## src/rtl/i2f_arb_pkg.sv

```systemverilog
// Shared definitions for the round-robin int-to-float arbiter: state encoding,
// channel limit and the round-robin search used by the grant picker.
package i2f_arb_pkg;

    localparam int MAX_CH = 8;

    typedef enum logic [2:0] {
        IDLE   = 3'd0,
        GET_A  = 3'd1,
        ISSUE  = 3'd2,
        WAIT_Z = 3'd3,
        PUT_Z  = 3'd4
    } arb_state_t;

    // Returns {found, index}. Searches from ptr+1 upward with wrap-around; the
    // loop runs downward so the nearest hit after ptr is the one that sticks.
    function automatic logic [3:0] rr_select(input logic [MAX_CH-1:0] req,
                                             input logic [2:0]        ptr,
                                             input int                n);
        logic [3:0] res;
        int         idx;
        res = '0;
        for (int k = MAX_CH; k >= 1; k--) begin
            if (k <= n) begin
                idx = (int'(ptr) + k) % n;
                if (req[idx[2:0]]) res = {1'b1, idx[2:0]};
            end
        end
        return res;
    endfunction

endpackage

```

## src/rtl/i2f_arbiter_rr_pick.sv

```systemverilog
// Combinational round-robin picker: first requesting channel after ptr.
module rr_pick
    import i2f_arb_pkg::*;
#(
    parameter int N_CH = 2,
    parameter int GW   = $clog2(N_CH)
) (
    input  logic [N_CH-1:0] req,
    input  logic [GW-1:0]   ptr,
    output logic [GW-1:0]   grant,
    output logic            any
);

    logic [MAX_CH-1:0] req_ext;
    logic [3:0]        pick;

    always_comb begin
        req_ext             = '0;
        req_ext[N_CH-1:0]   = req;
        pick                = rr_select(req_ext, 3'(ptr), N_CH);
    end

    assign any   = pick[3];
    assign grant = GW'(pick[2:0]);

endmodule

```

## src/rtl/i2f_arbiter.sv

```systemverilog
// Shares one int-to-float converter between N_CH requesters; one conversion in
// flight, result returned only to the channel that supplied the operand.
module i2f_arbiter
    import i2f_arb_pkg::*;
#(
    parameter int N_CH = 2,
    parameter int GW   = $clog2(N_CH)
) (
    input  logic               i_CLK,
    input  logic               i_RSTN,
    input  logic [32*N_CH-1:0] i_CH_A,
    input  logic [N_CH-1:0]    i_CH_A_STB,
    output logic [N_CH-1:0]    o_CH_A_ACK,
    output logic [31:0]        o_CH_Z,
    output logic [N_CH-1:0]    o_CH_Z_STB,
    input  logic [N_CH-1:0]    i_CH_Z_ACK,
    output logic [31:0]        o_CONV_A,
    output logic               o_CONV_A_STB,
    input  logic               i_CONV_A_ACK,
    input  logic [31:0]        i_CONV_Z,
    input  logic               i_CONV_Z_STB,
    output logic               o_CONV_Z_ACK,
    output logic               o_CONV_RST,
    output logic [GW-1:0]      o_GRANT,
    output logic               o_BUSY
);

    arb_state_t                state;
    logic [GW-1:0]             ptr;
    logic [GW-1:0]             pick_g;
    logic                      pick_any;
    logic [1:0]                conv_rst_q;
    logic [N_CH-1:0][31:0]     ch_a_arr;

    assign ch_a_arr = i_CH_A;

    rr_pick #(.N_CH(N_CH), .GW(GW)) u_pick (
        .req   (i_CH_A_STB),
        .ptr   (ptr),
        .grant (pick_g),
        .any   (pick_any)
    );

    // Converter reset stays high through the first clock after release.
    always_ff @(posedge i_CLK or negedge i_RSTN) begin
        if (!i_RSTN) conv_rst_q <= 2'b11;
        else         conv_rst_q <= {conv_rst_q[0], 1'b0};
    end

    assign o_CONV_RST = conv_rst_q[1];
    assign o_BUSY     = (state != IDLE);

    always_ff @(posedge i_CLK or negedge i_RSTN) begin
        if (!i_RSTN) begin
            state        <= IDLE;
            ptr          <= GW'(N_CH - 1);
            o_GRANT      <= '0;
            o_CH_A_ACK   <= '0;
            o_CH_Z_STB   <= '0;
            o_CH_Z       <= '0;
            o_CONV_A     <= '0;
            o_CONV_A_STB <= 1'b0;
            o_CONV_Z_ACK <= 1'b0;
        end else begin
            case (state)
                IDLE: begin
                    if (pick_any) begin
                        o_GRANT    <= pick_g;
                        o_CH_A_ACK <= N_CH'(1) << pick_g;
                        state      <= GET_A;
                    end
                end
                // Grant is never revoked: a dropped STB just extends the wait.
                GET_A: begin
                    if (i_CH_A_STB[o_GRANT] && o_CH_A_ACK[o_GRANT]) begin
                        o_CONV_A     <= ch_a_arr[o_GRANT];
                        o_CH_A_ACK   <= '0;
                        o_CONV_A_STB <= 1'b1;
                        state        <= ISSUE;
                    end
                end
                ISSUE: begin
                    if (o_CONV_A_STB && i_CONV_A_ACK) begin
                        o_CONV_A_STB <= 1'b0;
                        o_CONV_Z_ACK <= 1'b1;
                        state        <= WAIT_Z;
                    end
                end
                WAIT_Z: begin
                    if (i_CONV_Z_STB && o_CONV_Z_ACK) begin
                        o_CH_Z       <= i_CONV_Z;
                        o_CONV_Z_ACK <= 1'b0;
                        o_CH_Z_STB   <= N_CH'(1) << o_GRANT;
                        state        <= PUT_Z;
                    end
                end
                PUT_Z: begin
                    if (o_CH_Z_STB[o_GRANT] && i_CH_Z_ACK[o_GRANT]) begin
                        o_CH_Z_STB <= '0;
                        ptr        <= o_GRANT;
                        state      <= IDLE;
                    end
                end
                default: state <= IDLE;
            endcase
        end
    end

endmodule

```

## config.mk

```make
export PLATFORM = sky130hd
export DESIGN_NAME = i2f_arbiter
export DESIGN_NICKNAME = d
export VERILOG_FILES = /design/src/rtl/i2f_arb_pkg.sv /design/src/rtl/i2f_arbiter_rr_pick.sv /design/src/rtl/i2f_arbiter.sv
export SDC_FILE = /design/constraint.sdc
export NUM_CORES = 1
export LEC_CHECK = 0
export BUFFER_PORTS_ARGS = -buffer_cell sky130_fd_sc_hd__buf_4
export CAP_MARGIN = 20
export CORE_UTILIZATION = 49
export DETAILED_ROUTE_END_ITERATION = 10
export HOLD_SLACK_MARGIN = 0.03
export PLACE_DENSITY = 0.85
export SETUP_SLACK_MARGIN = 0.5
export SLEW_MARGIN = 20
export SYNTH_ARGS = -nofsm -noshare
export SYNTH_HDL_FRONTEND = slang
export SYNTH_SLANG_ARGS = --single-unit
```

## constraint.sdc

```tcl
create_clock -name i_CLK -period 4.45 [get_ports i_CLK]
set_input_delay 0.89 -clock i_CLK [delete_from_list [all_inputs] [get_ports i_CLK]]
set_output_delay 0.89 -clock i_CLK [all_outputs]
set_load 0.05 [all_outputs]
```

After elaboration in Yosys (flattened, before gate mapping)
Index checks and enable logic that the tools add are counted.

word-level totals
  register bits = 77

cells by class
  add/sub/neg operators = 2
  $lt $le $gt $ge = 3
  eq/ne operators = 9
  shift-type cells = 2
  multiplexer cells = 34
  bitwise logic cells = 2
  reductions and logical operators = 19

operator list
  kind                                                 count
  two-way mux 32 bit                                   2
  two-way mux 3 bit                                    5
  one-hot mux 3 bit (5 select lines)                   1
  two-way mux 1 bit                                    14
  AND reduction 3 bit                                  4
  < comparator 3 x 4 -> 1 bit (second input constant)  2
  two-way mux 2 bit                                    4
  two-way mux 4 bit                                    2
  != test 2 bit (second input constant)                4
  one-hot mux 2 bit (2 select lines)                   2
  AND reduction 2 bit                                  4
  nonzero test 2 bit                                   4
  == test 3 x 2 -> 1 bit (second input constant)       2
  AND reduction 5 bit                                  1
  binary-select mux 1 bit (select 2 bit)               2
  logical AND 1 bit                                    4
  one-hot mux 1 bit (2 select lines)                   2
  left shift 1 x 1 -> 2 bit (first input constant)     2
  == test 3 x 1 -> 1 bit (second input constant)       1
  == test 3 bit (second input constant)                1
  logical NOT 3 bit                                    1
  nonzero test 3 bit                                   1
  adder 1 bit (second input constant)                  2
  AND 1 bit (first input constant)                     2
  2 further kinds                                      2

Depth between registers and ports, before layout
  depth in word-level cells = 9
  gate-level depth with buffers = 5

Hierarchy
From an unflattened synthesis, not the netlist that was laid out.

second synthesis, totals
  cell total of the unflattened synthesis = 239
  area, all modules = 3424.5 um^2

by module, submodules not included
  module       times used  cells an instance  area each (um^2)  seq. area each (um^2)
  i2f_arbiter  1           237                3410.8            1930.6
  rr_pick      1           2                  13.8              0.0

Worst setup path before layout
No wires, ideal clock.

  kind = register to output
  start = register state[0]
  end = output o_BUSY
  arrival = 1.108 ns
  data required time = 3.560 ns
  setup slack = 2.452 ns
  cell stages (with the launch flop) = 3
  path buffers = 1
  cells stage by stage = dfrtp_1 -> buf_6 -> or3_1

on the way
  longest elaborated chain between the ends = 1

ends and longest elaborated chain
  what                    line               source
  start, declared         i2f_arbiter.sv:28  arb_state_t state;
  start signal, assigned  i2f_arbiter.sv:55  state <= IDLE;
  start signal, assigned  i2f_arbiter.sv:70  state <= GET_A;
  start signal, assigned  i2f_arbiter.sv:79  state <= ISSUE;
  nonzero test 3 bit      i2f_arbiter.sv:51  assign o_BUSY = (state != IDLE);
  end, declared           i2f_arbiter.sv:25  output logic o_BUSY

No other way between the ends.

Final worst setup path
Same ends and word-level chain as after synthesis.

==> out/metrics.yaml <==
worst_setup_path:
  cp_slowest_stage_delay_ns: 0.54
  crit_path_max_fanout: 13
  crit_path_cell_trace: "or3_1, buf_4"
  critPathLaunchType: "flip-flop"
  crit_path_top_delay_cell: "dfrtp_1"
  endpoint_kind: "output pin"
  crit_type: "reg -> out"
  arrival_ns: 1.51
  required_ns: 3.56
  r2r_setup_slack_ns: 2.47
clock_network:
  hold_buffers: 0
  cts_resized: 0
  cts_buffers: 9
  clock_path_buffers: 2
  post_cts_buffers: 0
  clock_latency_ns: 0.33
  cts_tree: "done"
  clock-sinks: 77
  clockRootBuffer: "clkbuf_8"
  cts-htree-levels: 3
  clk_pin_slew_ns: 0.07
logic_synthesis:
  synth_xor_area_share_pct: 0
  ys_ff_latch: 77
  seq_area_frac_synth_pct: 55.0
  syn_inst: 250
  synth_area_per_cell_um2: 14.0
  synth-simple-area-share_pct: 5.20
  synth_cell_types: 40
  synth_compound_area_share_pct: 5.52
  synth_nets: 354
  synth_top_family_by_area: "multiplexers"
  syn-cell-area_mm2: 0.00351
  synth_fa_ha_area_share_pct: 0
  yosys_warnings: 0
  synth.area.mux_share_pct: 30.8
min_path:
  holdCritPathClass: "reg -> reg"
route:
  drtAntennaViolNets: 0
  routed-via-count: 2615
  dr.pass1.iters: 4
  drt_iter0_markers: 92
  drc: 0
  wl_per_cell_um: 15.3
  wl_um: 8060
  vias_per_cell: 4.97
sta:
  period_needed_ns: 2.40
  holdWs_ns: 0.357
  maxSlewViolCount: 0
  tightest_slew_ns: 0.943
  max_freq_mhz: 417
  hold_viol_final: 0
  final-setup-viol-count: 0
  rsz0062_at_grt: "false"
  period_share_pct: 53.9
  setup-tns-final_ns: 0
  max-slew-margin-rel_pct: 37.1
  finClkSkew_ns: 0.00667
power_and_ir_drop:
  pwr_density_cell_mw_per_mm2: 862
  leakage_nw: 2.45
  vdd_drop_max_mv: 0.521
  power_mw: 4.41
grt:
  antenna_found_initial: 0
  grt_max_degree: 78
  grt_use_total_pct: 21.7
  overflow: 0
  grt_pass1_vias: 2610
  grt_pass1_wl_um: 12300
cells_and_area:
  diodes: 0
  area_growth_syn_to_layout_pct: 45.7
  nNetsFinal: 529
  drive_gt1_share_pct: 64.2
floorplanning:
  ios: 177
  die_w_um: 86.6
  initial_core_util_pct: 51.1
  rows: 30
  core_area_mm2: 0.00687
  dieArea_mm2: 0.00751
  die_height_um: 86.6
placed_design:
  hpwl_um: 6070
  io_buffers: 176
  gp_congestion: 0.792
flow_run:
  maxCapViolations: 0
status:
  status: "finished clean"
==> cells in the final DEF, fill, tap and decap left out, types with 3 or more instances in the layout <==
master / n
dfrtp_1: 74
a21oi_1: 5
buf_4: 178
a31oi_1: 3
mux2_2: 71
nand2_1: 9
clkbuf_8: 11
dfstp_2: 3
nand3_1: 4
nand2b_1: 3
mux2_1: 25
o21ai_0: 4
inv_1: 4
==> area by class of cell <==
| type | instances | area [µm²] |
|---|---|---|
| Timing Repair Buffer | 179 | 1360 |
| Tap cell | 96 | 120 |
| Inverter | 4 | 15.0 |
| Sequential cell | 77 | 1930 |
| Fill cell | 464 | 1750 |
| Clock inverter | 4 | 70.1 |
| Clock buffer | 12 | 155 |
| Multi-Input combinational cell | 154 | 1460 |
==> metal layers <==
metal,track usage [%],wire length (µm),vias up
li1,-,-,1246
met1,25.3,3200,1220
met2,37.1,3970,131
met3,6.29,710,18
met4,10.0,176,0
met5,0,0,-
==> power by group <==
part	total (mW)	switching (mW)	internal, mW	leakage [nW]
sequential	1.26	0.222	1.04	0.921
clock	0.586	0.241	0.345	0.116
combinational	2.57	1.65	0.919	1.41
==> cell families after synthesis <==
logic type | Yosys count
AO/OA/AOI/OAI | 27
buffers and inverters | 19
flip-flops | 77
multiplexers | 96
other | 1
AND/OR/NAND/NOR | 30
==> metrics by stage <==
| stage | worst slack (ns) | util [%] | cell area [µm²] | instances |
|---|---|---|---|---|
| after CTS | 2.03 | 74.1 | 5090 | 525 |
| after global placement | 1.91 | 70.8 | 4860 | 509 |
| after floorplan | 2.45 | - | 3510 | 250 |
| final | 2.05 | 74.5 | 5120 | 526 |
| after global routing | 1.96 | 74.5 | 5120 | 526 |
| after detailed placement | 1.83 | 70.8 | 4860 | 509 |
==> flip-flops by register name, indices dropped and copies added (netlist names), 2 cells and up <==
register / flops
conv_rst_q: 2
o_CH_Z_STB: 2
o_CONV_A: 32
o_CH_Z: 32
o_CH_A_ACK: 2
state: 3
==> cells in the mapped netlist <==
library cell,instances,area [µm²]
a21bo_2,1,10.0
nand2_1,9,33.8
or2_2,2,12.5
dfstp_2,3,78.8
o2bb2ai_1,1,8.76
mux2_1,25,282
a21oi_1,5,25.0
a2111oi_1,1,10.0
nor3_1,1,5.00
nand4b_4,1,23.8
dfrtp_1,74,1850
nand4_2,1,12.5
nand2b_1,3,18.8
clkbuf_1,3,11.3
o21a_1,1,7.51
o21bai_1,1,7.51
mux2_2,71,800
or3b_1,1,8.76
nor2_2,2,12.5
o22ai_1,2,12.5
o2111ai_1,1,8.76
a21boi_4,1,18.8
a21o_1,1,7.51
a22oi_1,2,15.0
buf_2,5,25.0
nand3_1,4,20.0
nor2_1,2,7.51
buf_4,3,22.5
a21boi_0,1,7.51
nor2b_1,1,6.26
inv_1,4,15.0
a31oi_1,3,18.8
conb_1,1,3.75
o21ai_0,4,20.0
o21ai_1,1,5.00
buf_6,4,45.0
or3_1,1,6.26
nor4b_1,1,8.76
and2_1,1,6.26
a2111o_1,1,11.3
==> worst paths after layout <==
check,start,endpoint,depth (start not counted)
hold / removal,conv_rst_q[0],conv_rst_q[1],0
min in group asynchronous,i_RSTN,o_CONV_A[30],1
setup reg to reg,state[0],o_CONV_A[19],4
hold reg to reg,conv_rst_q[0],conv_rst_q[1],0
max in group asynchronous,i_RSTN,o_CONV_A[9],1
setup / recovery,state[0],o_BUSY,2
==> critical path, delay by kind of cell (launching register included) <==
kind                   cells  cell delay, ns
buffers and inverters      1            0.21
and+or+nand+nor            1            0.42
DFF                        1            0.54
Note: power is estimated with default switching activity, not from simulation.
